--- src/rtl/fwd_scoreboard_unit_if.sv ---
// EX-stage forwarding/hazard bus: instruction-in-EX fields, long-latency writeback
// notification, and the resulting forwarding selects, stall and outstanding count.
interface fwd_scoreboard_unit_if #(
   parameter int NUM_SRC    = 3,
   parameter int FWD_STAGES = 2,
   parameter int MAX_LL     = 4
);
   localparam int SEL_W = $clog2(FWD_STAGES + 2);
   localparam int CNT_W = $clog2(MAX_LL + 1);

   logic                     ex_valid;
   logic [NUM_SRC*5-1:0]     ex_src_addr;
   logic [NUM_SRC-1:0]       ex_src_file;
   logic [NUM_SRC-1:0]       ex_src_en;
   logic [4:0]               ex_dst_addr;
   logic                     ex_dst_file;
   logic                     ex_write_en;
   logic                     ex_is_load;
   logic                     ex_long_lat;
   logic                     advance;
   logic                     flush;
   logic                     ll_done;
   logic [4:0]               ll_done_addr;
   logic                     ll_done_file;
   logic [NUM_SRC*SEL_W-1:0] fwd_sel;
   logic                     stall;
   logic [CNT_W-1:0]         ll_count;

   modport master (
      output ex_valid, ex_src_addr, ex_src_file, ex_src_en, ex_dst_addr, ex_dst_file,
             ex_write_en, ex_is_load, ex_long_lat, advance, flush,
             ll_done, ll_done_addr, ll_done_file,
      input  fwd_sel, stall, ll_count
   );

   modport slave (
      input  ex_valid, ex_src_addr, ex_src_file, ex_src_en, ex_dst_addr, ex_dst_file,
             ex_write_en, ex_is_load, ex_long_lat, advance, flush,
             ll_done, ll_done_addr, ll_done_file,
      output fwd_sel, stall, ll_count
   );
endinterface

--- src/rtl/fwd_scoreboard_unit.sv ---
// EX operand forwarding + hazard unit with its own post-EX writer pipeline and LL scoreboard.
// Selects/stall are combinational from state and EX inputs; state updates on the next clk edge.
module fwd_scoreboard_unit #(
   parameter int NUM_SRC          = 3,
   parameter int FWD_STAGES       = 2,
   parameter int LOAD_READY_STAGE = 2,
   parameter int MAX_LL           = 4
) (
   input logic                 clk_i,
   input logic                 rst_i,
   fwd_scoreboard_unit_if.slave bus
);
   localparam int SEL_W = $clog2(FWD_STAGES + 2);
   localparam int CNT_W = $clog2(MAX_LL + 1);
   localparam logic [SEL_W-1:0] SEL_LL = SEL_W'(FWD_STAGES + 1);

   logic [FWD_STAGES-1:0] stg_vld_q, stg_vld_d;
   logic [FWD_STAGES-1:0] stg_file_q, stg_file_d;
   logic [FWD_STAGES-1:0] stg_load_q, stg_load_d;
   logic [4:0]            stg_addr_q [FWD_STAGES];
   logic [4:0]            stg_addr_d [FWD_STAGES];
   logic [63:0]           pend_q, pend_d;
   logic [CNT_W-1:0]      cnt_q, cnt_d;

   logic                     eff_wr;
   logic [5:0]               dst_idx;
   logic [5:0]               done_idx;
   logic [NUM_SRC*SEL_W-1:0] fwd_sel;
   logic [NUM_SRC-1:0]       src_stall;
   logic                     waw, ll_full, stall, issue, ll_set, ll_clr;

   // Integer x0 is hardwired; writing it is not a real write.
   assign eff_wr   = bus.ex_write_en && !(!bus.ex_dst_file && bus.ex_dst_addr == 5'd0);
   assign dst_idx  = {bus.ex_dst_file, bus.ex_dst_addr};
   assign done_idx = {bus.ll_done_file, bus.ll_done_addr};

   for (genvar g = 0; g < NUM_SRC; g++) begin : g_src
      logic [4:0]       a;
      logic             f;
      logic             chk;
      logic             bus_hit;
      logic             hit;
      logic             hit_ld;
      logic [SEL_W-1:0] s;

      assign a       = bus.ex_src_addr[5*g +: 5];
      assign f       = bus.ex_src_file[g];
      assign chk     = bus.ex_valid && bus.ex_src_en[g] && !(!f && a == 5'd0);
      assign bus_hit = bus.ll_done && bus.ll_done_addr == a && bus.ll_done_file == f;

      // Scan oldest to youngest so the youngest matching writer is the one that sticks.
      always_comb begin
         hit    = 1'b0;
         hit_ld = 1'b0;
         s      = '0;
         for (int k = FWD_STAGES - 1; k >= 0; k--) begin
            if (stg_vld_q[k] && stg_addr_q[k] == a && stg_file_q[k] == f) begin
               hit    = 1'b1;
               s      = SEL_W'(k + 1);
               hit_ld = stg_load_q[k] && ((k + 1) < LOAD_READY_STAGE);
            end
         end
         if (!hit && bus_hit) begin
            s = SEL_LL;
         end
      end

      assign fwd_sel[SEL_W*g +: SEL_W] = chk ? s : '0;
      assign src_stall[g] = chk && (hit_ld || (pend_q[{f, a}] && !bus_hit));
   end

   assign waw     = eff_wr && pend_q[dst_idx];
   assign ll_full = bus.ex_long_lat && eff_wr && (cnt_q == CNT_W'(MAX_LL));
   assign stall   = bus.ex_valid && ((|src_stall) || waw || ll_full);
   assign issue   = bus.ex_valid && !stall && !bus.flush;
   assign ll_set  = issue && bus.advance && bus.ex_long_lat && eff_wr;
   assign ll_clr  = bus.ll_done && pend_q[done_idx];

   always_comb begin
      stg_vld_d  = stg_vld_q;
      stg_file_d = stg_file_q;
      stg_load_d = stg_load_q;
      stg_addr_d = stg_addr_q;
      if (bus.advance) begin
         for (int k = FWD_STAGES - 1; k > 0; k--) begin
            stg_vld_d[k]  = stg_vld_q[k-1];
            stg_file_d[k] = stg_file_q[k-1];
            stg_load_d[k] = stg_load_q[k-1];
            stg_addr_d[k] = stg_addr_q[k-1];
         end
         // Long-latency results come back out-of-band, so they never occupy a stage.
         stg_vld_d[0]  = issue && eff_wr && !bus.ex_long_lat;
         stg_file_d[0] = bus.ex_dst_file;
         stg_load_d[0] = bus.ex_is_load;
         stg_addr_d[0] = bus.ex_dst_addr;
      end
      pend_d = pend_q;
      if (ll_clr) begin
         pend_d[done_idx] = 1'b0;
      end
      if (ll_set) begin
         pend_d[dst_idx] = 1'b1;
      end
      cnt_d = cnt_q + CNT_W'(ll_set) - CNT_W'(ll_clr);
   end

   always_ff @(posedge clk_i) begin
      if (rst_i) begin
         stg_vld_q  <= '0;
         stg_file_q <= '0;
         stg_load_q <= '0;
         stg_addr_q <= '{default: '0};
         pend_q     <= '0;
         cnt_q      <= '0;
      end else begin
         stg_vld_q  <= stg_vld_d;
         stg_file_q <= stg_file_d;
         stg_load_q <= stg_load_d;
         stg_addr_q <= stg_addr_d;
         pend_q     <= pend_d;
         cnt_q      <= cnt_d;
      end
   end

   assign bus.fwd_sel  = fwd_sel;
   assign bus.stall    = stall;
   assign bus.ll_count = cnt_q;
endmodule

--- src/flat_wrapper.sv ---
// flat-port wrapper written by rule: the top's interface ports become plain ports
module fwd_scoreboard_unit_flat 
#(
   parameter int NUM_SRC          = 3,
   parameter int FWD_STAGES       = 2,
   parameter int LOAD_READY_STAGE = 2,
   parameter int MAX_LL           = 4
)
  (clk_i, rst_i, bus_ex_valid, bus_ex_src_addr, bus_ex_src_file, bus_ex_src_en, bus_ex_dst_addr, bus_ex_dst_file, bus_ex_write_en, bus_ex_is_load, bus_ex_long_lat, bus_advance, bus_flush, bus_ll_done, bus_ll_done_addr, bus_ll_done_file, bus_fwd_sel, bus_stall, bus_ll_count);
  fwd_scoreboard_unit_if #(.NUM_SRC(NUM_SRC), .FWD_STAGES(FWD_STAGES), .MAX_LL(MAX_LL)) bus_i ();
  input logic clk_i;
  input logic rst_i;
  input wire logic [$bits(bus_i.ex_valid)-1:0] bus_ex_valid;
  input wire logic [$bits(bus_i.ex_src_addr)-1:0] bus_ex_src_addr;
  input wire logic [$bits(bus_i.ex_src_file)-1:0] bus_ex_src_file;
  input wire logic [$bits(bus_i.ex_src_en)-1:0] bus_ex_src_en;
  input wire logic [$bits(bus_i.ex_dst_addr)-1:0] bus_ex_dst_addr;
  input wire logic [$bits(bus_i.ex_dst_file)-1:0] bus_ex_dst_file;
  input wire logic [$bits(bus_i.ex_write_en)-1:0] bus_ex_write_en;
  input wire logic [$bits(bus_i.ex_is_load)-1:0] bus_ex_is_load;
  input wire logic [$bits(bus_i.ex_long_lat)-1:0] bus_ex_long_lat;
  input wire logic [$bits(bus_i.advance)-1:0] bus_advance;
  input wire logic [$bits(bus_i.flush)-1:0] bus_flush;
  input wire logic [$bits(bus_i.ll_done)-1:0] bus_ll_done;
  input wire logic [$bits(bus_i.ll_done_addr)-1:0] bus_ll_done_addr;
  input wire logic [$bits(bus_i.ll_done_file)-1:0] bus_ll_done_file;
  output wire logic [$bits(bus_i.fwd_sel)-1:0] bus_fwd_sel;
  output wire logic [$bits(bus_i.stall)-1:0] bus_stall;
  output wire logic [$bits(bus_i.ll_count)-1:0] bus_ll_count;
  assign bus_i.ex_valid = bus_ex_valid;
  assign bus_i.ex_src_addr = bus_ex_src_addr;
  assign bus_i.ex_src_file = bus_ex_src_file;
  assign bus_i.ex_src_en = bus_ex_src_en;
  assign bus_i.ex_dst_addr = bus_ex_dst_addr;
  assign bus_i.ex_dst_file = bus_ex_dst_file;
  assign bus_i.ex_write_en = bus_ex_write_en;
  assign bus_i.ex_is_load = bus_ex_is_load;
  assign bus_i.ex_long_lat = bus_ex_long_lat;
  assign bus_i.advance = bus_advance;
  assign bus_i.flush = bus_flush;
  assign bus_i.ll_done = bus_ll_done;
  assign bus_i.ll_done_addr = bus_ll_done_addr;
  assign bus_i.ll_done_file = bus_ll_done_file;
  assign bus_fwd_sel = bus_i.fwd_sel;
  assign bus_stall = bus_i.stall;
  assign bus_ll_count = bus_i.ll_count;
  fwd_scoreboard_unit #(.NUM_SRC(NUM_SRC), .FWD_STAGES(FWD_STAGES), .LOAD_READY_STAGE(LOAD_READY_STAGE), .MAX_LL(MAX_LL)) u_core (.clk_i(clk_i), .rst_i(rst_i), .bus(bus_i));
endmodule
--- config.mk ---
export PLATFORM = sky130hd
export DESIGN_NAME = fwd_scoreboard_unit_flat
export DESIGN_NICKNAME = d
export VERILOG_FILES = /design/src/rtl/fwd_scoreboard_unit_if.sv /design/src/rtl/fwd_scoreboard_unit.sv /design/src/flat_wrapper.sv
export SDC_FILE = /design/constraint.sdc
export NUM_CORES = 1
export LEC_CHECK = 0
export CAP_MARGIN = 20
export CORE_MARGIN = 1
export CORE_UTILIZATION = 29
export CTS_BUF_LIST = sky130_fd_sc_hd__clkbuf_16
export DETAILED_ROUTE_END_ITERATION = 10
export SYNTH_ARGS = -nofsm -noshare
export SYNTH_HDL_FRONTEND = slang
export SYNTH_SLANG_ARGS = --single-unit
--- constraint.sdc ---
create_clock -name clk_i -period 14.1 [get_ports clk_i]
set_clock_uncertainty 0.2 [all_clocks]
set_input_delay 3.525 -clock clk_i [delete_from_list [all_inputs] [get_ports clk_i]]
set_output_delay 3.525 -clock clk_i [all_outputs]
set_load 0.02 [all_outputs]
==> flow_summary.ini, run 1 <==
[run_status]
status = complete, no violations

[synth]
synth_xor_area_frac = 0.06363
yosys_most_used_dff = dfxtp_1
synth-compound-area-share = 0.1620
synth_nets = 944
syn_avg_cell_area_um2 = 8.575
syn-cell-area_um2 = 7709
synth_top_area_share = 0.2130
synthTopCellsByCount = dfxtp_1, nand3_1, o21ai_0
synthMuxAreaShare = 0.2504
synth_cells = 899
ys_ff_latch = 82
yosys.area_share.simple = 0.2323
synth_fa_ha_area_frac = 0.005843
yosysWarnings = 0
synth.area.top_cells = dfxtp_1, mux4_2, mux2i_1
seq_area_frac_synth = 0.2130
yosysMostFrequentCell = dfxtp_1
synth_top_family_by_area = multiplexers
synth_edf_count = 0
async_flop_share = 0
synth_cell_types = 70
yosysTopAreaCell = dfxtp_1

[worst_setup_path]
cp.required_ns = 10.38
worst-setup-path-type = in2out
cpPeakStageDelay_ns = 1.10
cp_common_cell = clkdlybuf4s50_1
crit_arrival_ns = 7.53
r2r_cells = 14
critical_path_peak_fanout = 66
crit_slowest_cell = clkdlybuf4s50_1
cp-end-kind = primary output
crit_path_cell_trace = clkdlybuf4s50_1 > mux4_2 > mux2_2 > a221o_1 > o2111a_1 > a211oi_1 > nand4_1 > buf_4 > and2_1 > clkdlybuf4s50_1
cp-start-kind = primary input

[global_route]
gr-usage-met1 = 0.2869
grtUsageTotal = 0.2092
use_met2 = 0.3092
grt_pass1_wl_mm = 42.72
use_met3 = 0.04621
grt_max_degree = 85
grt_busiest_layer = met2
antenna_found_initial = 0
grt_overflow_total = 0
grt_pass1_vias = 6884

[floorplanning]
io_pins = 52
core_um2 = 26060
row_count = 59
die-area_um2 = 27240
start_util = 0.2958
die_y_um = 165.0
die_x_um = 165.0

[clocking]
clock_latency_ns = 0.35
hold_buffers = 0
cts_buffers = 9
cts.sink_count = 82
post_cts_buffers = 0
clockBufferDepth = 2
cts_tree = built
path_clk_slew_ns = 0.06
cts_resized = 0
root_buffer = clkbuf_16
h-tree-depth = 3

[detailed_routing]
detail_route.wl_per_cell_um = 23.12
drcViolationCount = 0
drtPass1Iterations = 6
drt_wl_total_mm = 28.16
vias = 7545
antenna_left = 0
drt_first_iter_violations = 930
detail_route.vias_per_cell = 6.195

[sta]
timing.fmax_ghz = 0.08885
setup_viol = 0
period_needed_ns = 11.26
slew_violations = 0
hold_violations = 0
timing.final.crit_share = 0.7982
rsz0062_at_grt = no
relSlewSlack = 0.3009
tightest_slew_ns = 1.045
finalSetupTns_ns = 0

[power_and_ir_drop]
power_density_nw_per_um2 = 69.74
max-vdd-ir-drop_mv = 0.04957
leakage_nw = 2.848

[placed_design]
gp_congestion = 0.9348
io_buffer_count = 51
place_area_um2 = 8304
post-dp-hpwl_mm = 19.74

[finish]
antenna_cells = 0
synthToLayoutAreaGrowth_pct = 11.67
drive_above_1_share = 0.1325
fin_nets = 923
design_area_um2 = 8608

[run]
drv_cap = 0

[hold_path]
holdPathStages = 2
holdCritPathClass = reg2reg
[cell families after synthesis]
group / count (synthesis)
compound gates: 191
buf+inv: 128
mux: 121
fa+ha+maj: 3
xor+xnor: 56
simple gates: 318
flops: 82
[power breakdown]
part | switching, mW | total (mW) | internal, mW | leakage [nW]
sequential | 0.00467 | 0.239 | 0.234 | 0.662
combinational | 0.0740 | 0.118 | 0.0438 | 2.04
clock | 0.105 | 0.244 | 0.139 | 0.147
[through the flow]
step                      hold slack, ns  std cells    util  worst slack [ns]  total power, mW
after CTS                         0.3623       1217  0.3301             2.904           0.6032
final                             0.3563       1218  0.3303             2.845           0.6004
after global placement            0.3467       1201  0.3187             2.939           0.3592
after global routing              0.3953       1218  0.3303             2.736           0.6193
after detailed placement          0.3415       1201  0.3187             2.906           0.3597
after floorplan                   0.2661        899       -             4.751           0.3250
[worst max-delay path, delay by kind of cell]
family | cells | cell delay (ns)
AO/OA/AOI/OAI | 3 | 0.67
buffers and inverters | 3 | 1.98
multiplexers | 2 | 0.87
AND/OR/NAND/NOR | 2 | 0.41
[layout by cell type, fill, tap and decap left out, types with 21 or more instances in the layout]
master,count
dfxtp_1,82
nand3_1,66
o21ai_0,61
mux4_2,56
nor2b_1,53
mux2i_1,50
clkdlybuf4s50_1,50
nor2_1,44
o21ai_1,39
nand2_1,37
xor2_1,29
inv_1,28
xnor2_1,27
nand4_1,21
[layout make-up]
type	instances	area, µm²
clock buffer	9	225.2
clock inverter	7	73.82
fill	2692	17450
inverter	28	105.1
multi-input combinational	689	5513
sequential	82	1642
tap	335	419.2
timing repair buffer	68	630.6
[sequential cells by signal, summed over array words and instances (netlist names)]
signal               cells
u_core.bus.ll_count      3
u_core.pend_q           64
u_core.stg_addr_q       10
u_core.stg_file_q        2
u_core.stg_load_q        1
u_core.stg_vld_q         2
[worst paths after layout]
path	startpoint	end	slack [ns]
min reg2reg	u_core.bus.ll_count[2]	u_core.bus.ll_count[2]	0.36
max	bus_ex_src_addr[10]	bus_stall	2.84
max reg2reg	u_core.pend_q[7]	u_core.bus.ll_count[2]	10.01
min	u_core.bus.ll_count[2]	u_core.bus.ll_count[2]	0.36
[layer usage]
metal	up-vias	wire (µm)
li1	3293	-
met1	3673	11540
met2	496	12260
met3	83	3234
met4	0	1128
met5	-	0
(Power assumes the default switching activity.)
==> inputs of run 2 (changes only) <==
Clock period 14.1 ns to 10.9 ns, I/O delays scaled along.
==> flow_summary.ini, run 2 (synthesis gave the netlist of run 1 again) <==
[global_route]
grt_overflow_total = 0
antenna_found_initial = 0
grtUsageTotal = 0.2139
grt_max_degree = 85
grt_pass1_wl_mm = 43.68
grt_pass1_vias = 7093

[clocking]
clock_latency_ns = 0.36
hold_buffers = 0
cts_resized = 0
cts.sink_count = 82
cts_tree = built
clockBufferDepth = 2
h-tree-depth = 3
path_clk_slew_ns = 0.07
root_buffer = clkbuf_16
cts_buffers = 9
post_cts_buffers = 0

[finish]
largest_reg_flops = 64
synthToLayoutAreaGrowth_pct = 12.25
antenna_cells = 0
seqCellArea_um2 = 1642
top_register = u_core.pend_q
final_common_cell = dfxtp_1
fin_nets = 926
fillers = 2671
layout_common_cells = dfxtp_1, nand3_1, o21ai_0
drive_above_1_share = 0.1343
multiInputGateArea_um2 = 5513

[floorplanning]
row_count = 59
die_x_um = 165.0
start_util = 0.2958
io_pins = 52
core_um2 = 26060
die-area_um2 = 27240
die_y_um = 165.0

[sta]
period_needed_ns = 9.293
relSlewSlack = 0.3023
hold_slack_ns = 0.3540
finalSetupTns_ns = 0
slew_violations = 0
rsz0062_at_grt = no
hold_violations = 0
timing.final.crit_share = 0.8526
timing.fmax_ghz = 0.1076
setup_viol = 0
tightest_slew_ns = 1.043
worst_slack_ns = 1.607

[worst_setup_path]
cp-end-kind = primary output
crit_family = buffers and inverters
cp_common_cell = clkdlybuf4s50_1
crit_arrival_ns = 6.37
cp-start-kind = primary input
cp.required_ns = 7.98
worst-setup-path-type = in2out
critical_path_peak_fanout = 17
crit_cells = 9
crit_path_cell_trace = clkdlybuf4s50_1 > mux4_2 > mux2_2 > a221o_1 > o2111a_1 > a211oi_1 > nand4_1 > and2_1 > clkdlybuf4s50_1
r2r_cells = 14
cpPeakStageDelay_ns = 1.16
crit_buf_inv = 2
crit_slowest_cell = clkdlybuf4s50_1

[detailed_routing]
vias = 7416
drcViolationCount = 0
detail_route.wl_per_cell_um = 23.34
drt_wl_total_mm = 28.50
detail_route.vias_per_cell = 6.074
antenna_left = 0
drt_first_iter_violations = 948
drtPass1Iterations = 6

[run_status]
status = complete, no violations

[placed_design]
place_ws_ns = 1.577
io_buffer_count = 51
post-dp-hpwl_mm = 20.09
gp_congestion = 0.9607

[hold_path]
holdCritPathClass = reg2reg
holdPathStages = 2

[power_and_ir_drop]
power.switching_uw = 240.7
pwr-share-clk = 0.422
p_total_uw = 801.4
power_density_nw_per_um2 = 92.61
seq_power_share = 0.385
p_int_uw = 560.7
max-vdd-ir-drop_mv = 0.07275
leakage_nw = 2.869
combPwrFrac = 0.194
swShare = 0.3003

[run]
drv_cap = 0
## run 2: path summary, 6_finish.rpt
kind	startpoint	to	slack, ns
worst max-delay path	bus_ex_src_addr[10]	bus_stall	1.61
worst min-delay path	u_core.bus.ll_count[2]	u_core.bus.ll_count[2]	0.35
worst max register to register	u_core.pend_q[7]	u_core.bus.ll_count[2]	6.97
worst min register to register	u_core.bus.ll_count[2]	u_core.bus.ll_count[2]	0.35
## run 2: power by group through the flow
stage / sequential [mW] / clock [mW] / combinational, mW
global route: 0.308 / 0.354 / 0.165
global placement: 0.315 / 0 / 0.152
floorplan: 0.313 / 0 / 0.108
CTS: 0.308 / 0.342 / 0.153
detailed placement: 0.315 / 0 / 0.153
finish: 0.308 / 0.338 / 0.155
## run 2: worst reg2reg max path, stage by stage (launching register included)
cell and delay, ns:
dfxtp_1 0.41, mux2_2 0.31, mux4_2 0.46, o31ai_1 0.30, nor4b_1 0.28, nor2_1 0.07
o41a_1 0.51, ha_1 0.30, inv_1 0.06, ha_1 0.14, inv_1 0.05, fa_1 0.37
xor2_1 0.17, xnor2_1 0.13, nor2_1 0.05
## run 2: final cells by class
type | instances | share of cell area
tap | 335 | 0.04844
clock buffer | 9 | 0.02603
inverter | 28 | 0.01215
clock inverter | 7 | 0.01084
timing repair buffer | 71 | 0.07577
sequential | 82 | 0.1897
multi-input combinational | 689 | 0.6371
## run 2: per-stage QoR
stage / instance area (µm²) / instances / utilization
floorplan: 7709 / 899 / -
detailed placement: 8334 / 1205 / 0.3198
CTS: 8653 / 1221 / 0.3321
global route: 8653 / 1221 / 0.3321
finish: 8653 / 1221 / 0.3321
global placement: 8334 / 1205 / 0.3198
## run 2: routing by layer
layer / vias to the layer above / global-route usage / share of wire
li1: 3301 / - / -
met1: 3564 / 0.2845 / 0.41
met2: 470 / 0.3366 / 0.45
met3: 81 / 0.04018 / 0.10
met4: 0 / 0.09049 / 0.034
met5: - / 0 / 0
